### config.mk
export PLATFORM = sky130hd
export DESIGN_NAME = recording_saver
export DESIGN_NICKNAME = d
export VERILOG_FILES = /design/src/rtl/recording_saver.sv
export SDC_FILE = /design/constraint.sdc
export NUM_CORES = 2
export LEC_CHECK = 0
export CORE_UTILIZATION = 57
export CTS_CLUSTER_SIZE = 40
export DETAILED_ROUTE_END_ITERATION = 10
export PLACE_DENSITY = 0.81
export SLEW_MARGIN = 30
export SYNTH_ARGS = -nofsm -noshare
export SYNTH_HDL_FRONTEND = slang
export SYNTH_SLANG_ARGS = --single-unit
### constraint.sdc
create_clock -name CLOCK_50 -period 11.27 [get_ports CLOCK_50]
set_input_delay 2.254 -clock CLOCK_50 [delete_from_list [all_inputs] [get_ports CLOCK_50]]
set_output_delay 2.254 -clock CLOCK_50 [all_outputs]
set_load 0.1 [all_outputs]
### src/rtl/recording_saver.sv
// Records timed (note, duration) events from the keyboard decoder into one of three
// slots. Exposes a registered read port and per-slot lengths for the playback stage.
module recording_saver #(
    parameter int TICK_DIV = 500000,
    parameter int ADDR_W   = 6,
    parameter int DUR_W    = 9
) (
    input  logic                   CLOCK_50,
    input  logic                   resetn,
    input  logic [6:0]             ascii,
    input  logic                   record_btn,
    input  logic [2:0]             slot_sel,
    input  logic [1:0]             rd_slot,
    input  logic [ADDR_W-1:0]      rd_addr,
    output logic [7+DUR_W-1:0]     rd_data,
    output logic [ADDR_W:0]        rd_len,
    output logic                   recording,
    output logic [1:0]             cur_slot
);
    localparam int CNT_W   = (TICK_DIV > 1) ? $clog2(TICK_DIV) : 1;
    localparam int ENTRY_W = 7 + DUR_W;
    localparam int DEPTH   = 3 << ADDR_W;
    localparam logic [CNT_W-1:0]  CNT_LAST = CNT_W'(TICK_DIV - 1);
    localparam logic [DUR_W-1:0]  DUR_MAX  = '1;
    localparam logic [ADDR_W:0]   FULL     = {1'b1, {ADDR_W{1'b0}}};

    typedef enum logic [1:0] {IDLE, REC, FLUSH} state_t;

    state_t               state_q, state_d;
    logic [6:0]           asc_s1_q, asc_s2_q, asc_s3_q, note_acc_q;
    logic                 btn_s1_q, btn_s2_q, btn_s3_q;
    logic [CNT_W-1:0]     cnt_q, cnt_d;
    logic [6:0]           note_q, note_d;
    logic [DUR_W-1:0]     dur_q, dur_d, dur_inc;
    logic [ADDR_W:0]      wptr_q, wptr_d;
    logic [1:0]           slot_q, slot_pick, rd_sel;
    logic [ADDR_W:0]      len_q [3];
    logic                 rec_q;
    logic [ENTRY_W-1:0]   rd_data_q;
    logic [ENTRY_W-1:0]   mem [DEPTH];

    logic                 press, tick, note_chg, we;
    logic [ENTRY_W-1:0]   wdata;

    assign press     = btn_s3_q & ~btn_s2_q;
    assign tick      = (state_q == REC) && (cnt_q == CNT_LAST);
    assign dur_inc   = (tick && dur_q != DUR_MAX) ? dur_q + DUR_W'(1) : dur_q;
    assign note_chg  = (note_acc_q != note_q);
    assign slot_pick = slot_sel[0] ? 2'd0 : (slot_sel[1] ? 2'd1 : 2'd2);
    assign cnt_d     = (state_q == REC && !tick) ? cnt_q + CNT_W'(1) : '0;
    assign rd_sel    = (rd_slot == 2'd3) ? 2'd0 : rd_slot;

    always_comb begin
        state_d = state_q;
        note_d  = note_q;
        dur_d   = dur_q;
        wptr_d  = wptr_q;
        we      = 1'b0;
        wdata   = {note_q, dur_inc};
        case (state_q)
            IDLE: begin
                if (press && slot_sel != 3'b000) begin
                    state_d = REC;
                    note_d  = note_acc_q;
                    dur_d   = '0;
                    wptr_d  = '0;
                end
            end
            REC: begin
                dur_d = dur_inc;
                if (note_chg) begin
                    // a zero-length note is simply replaced, never stored
                    note_d = note_acc_q;
                    dur_d  = '0;
                    we     = (dur_inc != '0);
                end else if (dur_q == DUR_MAX) begin
                    we    = 1'b1;
                    dur_d = '0;
                end
                if (we) wptr_d = wptr_q + (ADDR_W+1)'(1);
                if (press || (we && wptr_d == FULL)) state_d = FLUSH;
            end
            FLUSH: begin
                wdata = {note_q, dur_q};
                if (dur_q != '0 && !wptr_q[ADDR_W]) begin
                    we     = 1'b1;
                    wptr_d = wptr_q + (ADDR_W+1)'(1);
                end
                state_d = IDLE;
            end
            default: state_d = IDLE;
        endcase
    end

    always_ff @(posedge CLOCK_50 or negedge resetn) begin
        if (!resetn) begin
            state_q    <= IDLE;
            asc_s1_q   <= '0;
            asc_s2_q   <= '0;
            asc_s3_q   <= '0;
            note_acc_q <= '0;
            btn_s1_q   <= 1'b1;
            btn_s2_q   <= 1'b1;
            btn_s3_q   <= 1'b1;
            cnt_q      <= '0;
            note_q     <= '0;
            dur_q      <= '0;
            wptr_q     <= '0;
            slot_q     <= '0;
            rec_q      <= 1'b0;
            for (int i = 0; i < 3; i++) len_q[i] <= '0;
        end else begin
            asc_s1_q <= ascii;
            asc_s2_q <= asc_s1_q;
            asc_s3_q <= asc_s2_q;
            if (asc_s2_q == asc_s3_q) note_acc_q <= asc_s2_q;
            btn_s1_q <= record_btn;
            btn_s2_q <= btn_s1_q;
            btn_s3_q <= btn_s2_q;
            state_q  <= state_d;
            cnt_q    <= cnt_d;
            note_q   <= note_d;
            dur_q    <= dur_d;
            wptr_q   <= wptr_d;
            rec_q    <= (state_d == REC);
            if (state_q == IDLE && state_d == REC) begin
                slot_q           <= slot_pick;
                len_q[slot_pick] <= '0;
            end
            if (state_q == FLUSH) len_q[slot_q] <= wptr_d;
        end
    end

    // entry RAM: no reset, one write port, registered read port
    always_ff @(posedge CLOCK_50) begin
        if (we) mem[{slot_q, wptr_q[ADDR_W-1:0]}] <= wdata;
    end

    always_ff @(posedge CLOCK_50 or negedge resetn) begin
        if (!resetn) rd_data_q <= '0;
        else         rd_data_q <= mem[{rd_sel, rd_addr}];
    end

    assign rd_data   = rd_data_q;
    assign rd_len    = len_q[rd_sel];
    assign recording = rec_q;
    assign cur_slot  = slot_q;
endmodule
==> results_dict.tcl <==
set metrics [dict create \
    critical-path-max-stage-delay_ns 1.18 \
    start_kind "input port" \
    grt_overflow 0 \
    max-clock-path-buffers 4 \
    syn_nets 5317 \
    yosys.area_share.adder_pct 0.1219 \
    whs_ns 0.3478 \
    synth_top_cell_by_area "edfxtp_1" \
    cts_resized 0 \
    worst_setup_path_end_kind "output port" \
    power.density_nw_per_um2 190.9 \
    cap_violations 0 \
    wirelength_um 357000 \
    grt_max_degree 193 \
    hold_violations 0 \
    status "completed" \
    met1_length_um 109800 \
    crit_fanout 25 \
    grt_pass1_wl_um 499400 \
    initial_core_util_pct 57.40 \
    hold_class "flop to flop" \
    ys_ff_latch 3187 \
    stdcell_count 8687 \
    yosysUniqueCellTypes 73 \
    dp.cells 8129 \
    finalSetupViolCount 0 \
    port_buffers 46 \
    post_cts_buffers 0 \
    synthXorXnorAreaFrac_pct 0.2986 \
    synth_top_cells_by_area "edfxtp_1, mux4_2, dfrtp_1" \
    core_sq_um 214600 \
    ff2ff_setup_slack_ns 5.03 \
    io_pins 47 \
    path_class "input port to output port" \
    synth_ff_type "edfxtp_1" \
    async_flop_share_pct 3.608 \
    wl_met3_um 51750 \
    cts_tree "yes" \
    synth-compound-area-share_pct 1.315 \
    place_hpwl_um 173600 \
    htree_levels 5 \
    ctsHoldBuffers 0 \
    final_layout_size_suffix_gt1_share_pct 33.34 \
    cpMaxStageDelayCell "clkdlybuf4s50_1" \
    synth.top_cell.area_share_pct 74.89 \
    tightest_slew_ns 1.119 \
    vias 64284 \
    drc 0 \
    synth_mux_area_share_pct 17.83 \
    clk_pin_slew_ns 0.06 \
    fin_crit_sh_pct 63.98 \
    area_growth_pct 13.26 \
    grt_pass1_vias 64824 \
    cts.sink_count 3187 \
    antenna_found_initial 16 \
    groute.usage.overall_pct 33.00 \
    clock_skew_ns 0.07507 \
    ys_seq_area_share_pct 77.23 \
    rsz0062_at_grt "no" \
    synth_top_family_by_area "multiplexers" \
    synth_cells 5284 \
    slew_headroom_pct 25.43 \
    ir_drop_uv 186.3 \
    setup_tns_ns 0 \
    p_leak_uw 0.04263 \
    first_pass_iters 6 \
    synthTopCellsByCount "edfxtp_1, mux4_2, clkbuf_1" \
    crit_arrival_ns 4.96 \
    clk_latency_ns 0.98 \
    routed-wl-met2_um 170300 \
    min_period_ns 7.211 \
    avgSynthCellArea_sq_um 23.31 \
    slew_violations 0 \
    fin_nets 5647 \
    clockRootBuffer "clkbuf_16" \
    synth_most_common_cell "edfxtp_1" \
    vias_per_cell 7.400 \
    die-area_sq_um 218000 \
    rows 170 \
    fillers 12115 \
    dr.max_layer_used "met5" \
    synth-simple-area-share_pct 2.045 \
    drtAntennaViolNets 0 \
    synth_edf_count 3072 \
    crit_required_ns 9.02 \
    crit_chain "clkdlybuf4s50_1, mux2i_1, a21oi_1, clkdlybuf4s50_1" \
    cp_top_family "buffers and inverters" \
    cts_inserted_buffers 313 \
    die_w_um 466.9 \
    critical_path.most_common_cell "clkdlybuf4s50_1" \
    drt_iter0_drc 12837 \
    synthesis.area_sq_um 123200 \
    wl_per_cell_um 41.10 \
    die_h_um 466.9 \
    yosys_warnings 0 \
    clock.fmax_mhz 138.7 \
    gp_congestion 0.8713 \
    crit_buf_inv 2 \
]
final timing paths:
path / cells past startpoint / from / to
setup / recovery: 4 / rd_slot[1] / rd_len[4]
hold / removal: 0 / asc_s1_q[0]$_DFF_PN0_ / asc_s2_q[0]$_DFF_PN0_
hold reg to reg: 0 / asc_s1_q[0]$_DFF_PN0_ / asc_s2_q[0]$_DFF_PN0_
max in group asynchronous: 2 / resetn / cur_slot[0]$_DFFE_PN0N_
min in group asynchronous: 1 / resetn / cnt_q[17]$_DFF_PN0_
setup reg to reg: 16 / dur_q[0]$_DFFE_PN0P_ / mem[138][5]$_DFFE_PP_
cells in the final DEF, fill, tap and decap left out, drive strengths merged, types with 7 or more instances in the layout:
cell type / netlist / routed
clkbuf: 199 / 378
mux4: 960 / 960
clkinvlp: 0 / 14
o21ai: 41 / 41
and3: 18 / 18
ha: 12 / 12
bufinv: 0 / 30
nand2b: 13 / 13
a221oi: 19 / 19
inv: 22 / 29
xor2: 19 / 19
nand3: 29 / 29
a22o: 21 / 21
buf: 124 / 308
o221ai: 13 / 13
nor2: 144 / 144
nor4b: 29 / 29
nor3: 74 / 74
or3: 7 / 7
o22ai: 25 / 25
dfrtp: 112 / 112
edfxtp: 3072 / 3072
nor4: 67 / 67
mux2: 17 / 17
nor2b: 16 / 16
a22oi: 23 / 23
clkinv: 0 / 116
clkdlybuf4s50: 0 / 29
a21oi: 28 / 28
nand2: 51 / 51
mux2i: 15 / 15
a211oi: 26 / 26
xnor2: 23 / 23
cell families (layout without fill, tap and decap cells):
logic type      after synthesis  after routing
buf+inv                     345            904
mux                         992            992
compound gates              227            227
simple gates                479            479
flops                      3187           3187
fa+ha+maj                    12             12
xor+xnor                     42             42
other cells                   0              6
power by group:
part	switching (uW)	total [uW]	internal (uW)
clock	4580	10500	5960
sequential	230	13800	13600
combinational	1720	2310	593
total	6520	26600	20100
per-stage QoR:
stage                     setup WS [ns]  utilization [%]  power (uW)  area (sq um)
after CTS                         4.115            64.87       26450        139200
after floorplan                  0.2510                -       15230        123200
after global routing              3.945            65.00       27030        139500
after global placement            4.182            60.17       15970        129100
final                             4.059            65.01       26630        139500
after detailed placement          4.126            60.24       16100        129300
flip-flops by register name (all words and copies together), names as in the netlist:
name and cells:
asc_s1_q 7, asc_s2_q 7, asc_s3_q 7, btn_s1_q 1, btn_s2_q 1, btn_s3_q 1
cnt_q 19, cur_slot 2, dur_q 9, len_q 21, mem 3072, note_acc_q 7
note_q 7, rd_data 16, recording 1, state_q 2, wptr_q 7
cell type report:
cell class / instances / area [sq um] / area share (%)
Clock inverter: 167 / 1608 / 1.152
Inverter: 22 / 82.58 / 0.05919
Sequential cell: 3187 / 95160 / 68.21
Clock buffer: 377 / 8333 / 5.973
Multi-Input combinational cell: 1752 / 27730 / 19.88
Tap cell: 2838 / 3551 / 2.545
Antenna cell: 6 / 15.01 / 0.01076
Timing Repair Buffer: 338 / 3034 / 2.175
worst reg2reg max path: stages (launching register included):
cell	delay [ns]
dfrtp_1	0.49
ha_1	0.34
nand3_1	0.20
nor2_1	0.25
and3_1	0.21
ha_1	0.20
and4b_1	0.21
and2_1	0.21
a311oi_1	0.33
o22ai_2	0.16
o21a_2	0.31
a21oi_4	0.21
buf_4	0.72
buf_4	0.92
or4_1	0.54
nor2_1	0.32
buf_4	0.29
routing by layer:
layer  vias up  global-route usage, %
met5         -                      0
met4        12                  18.45
met3      1492                  9.703
met2      6603                  52.03
met1     32819                  41.32
li1      23358                      -
Power figures use the tool's default switching activity.
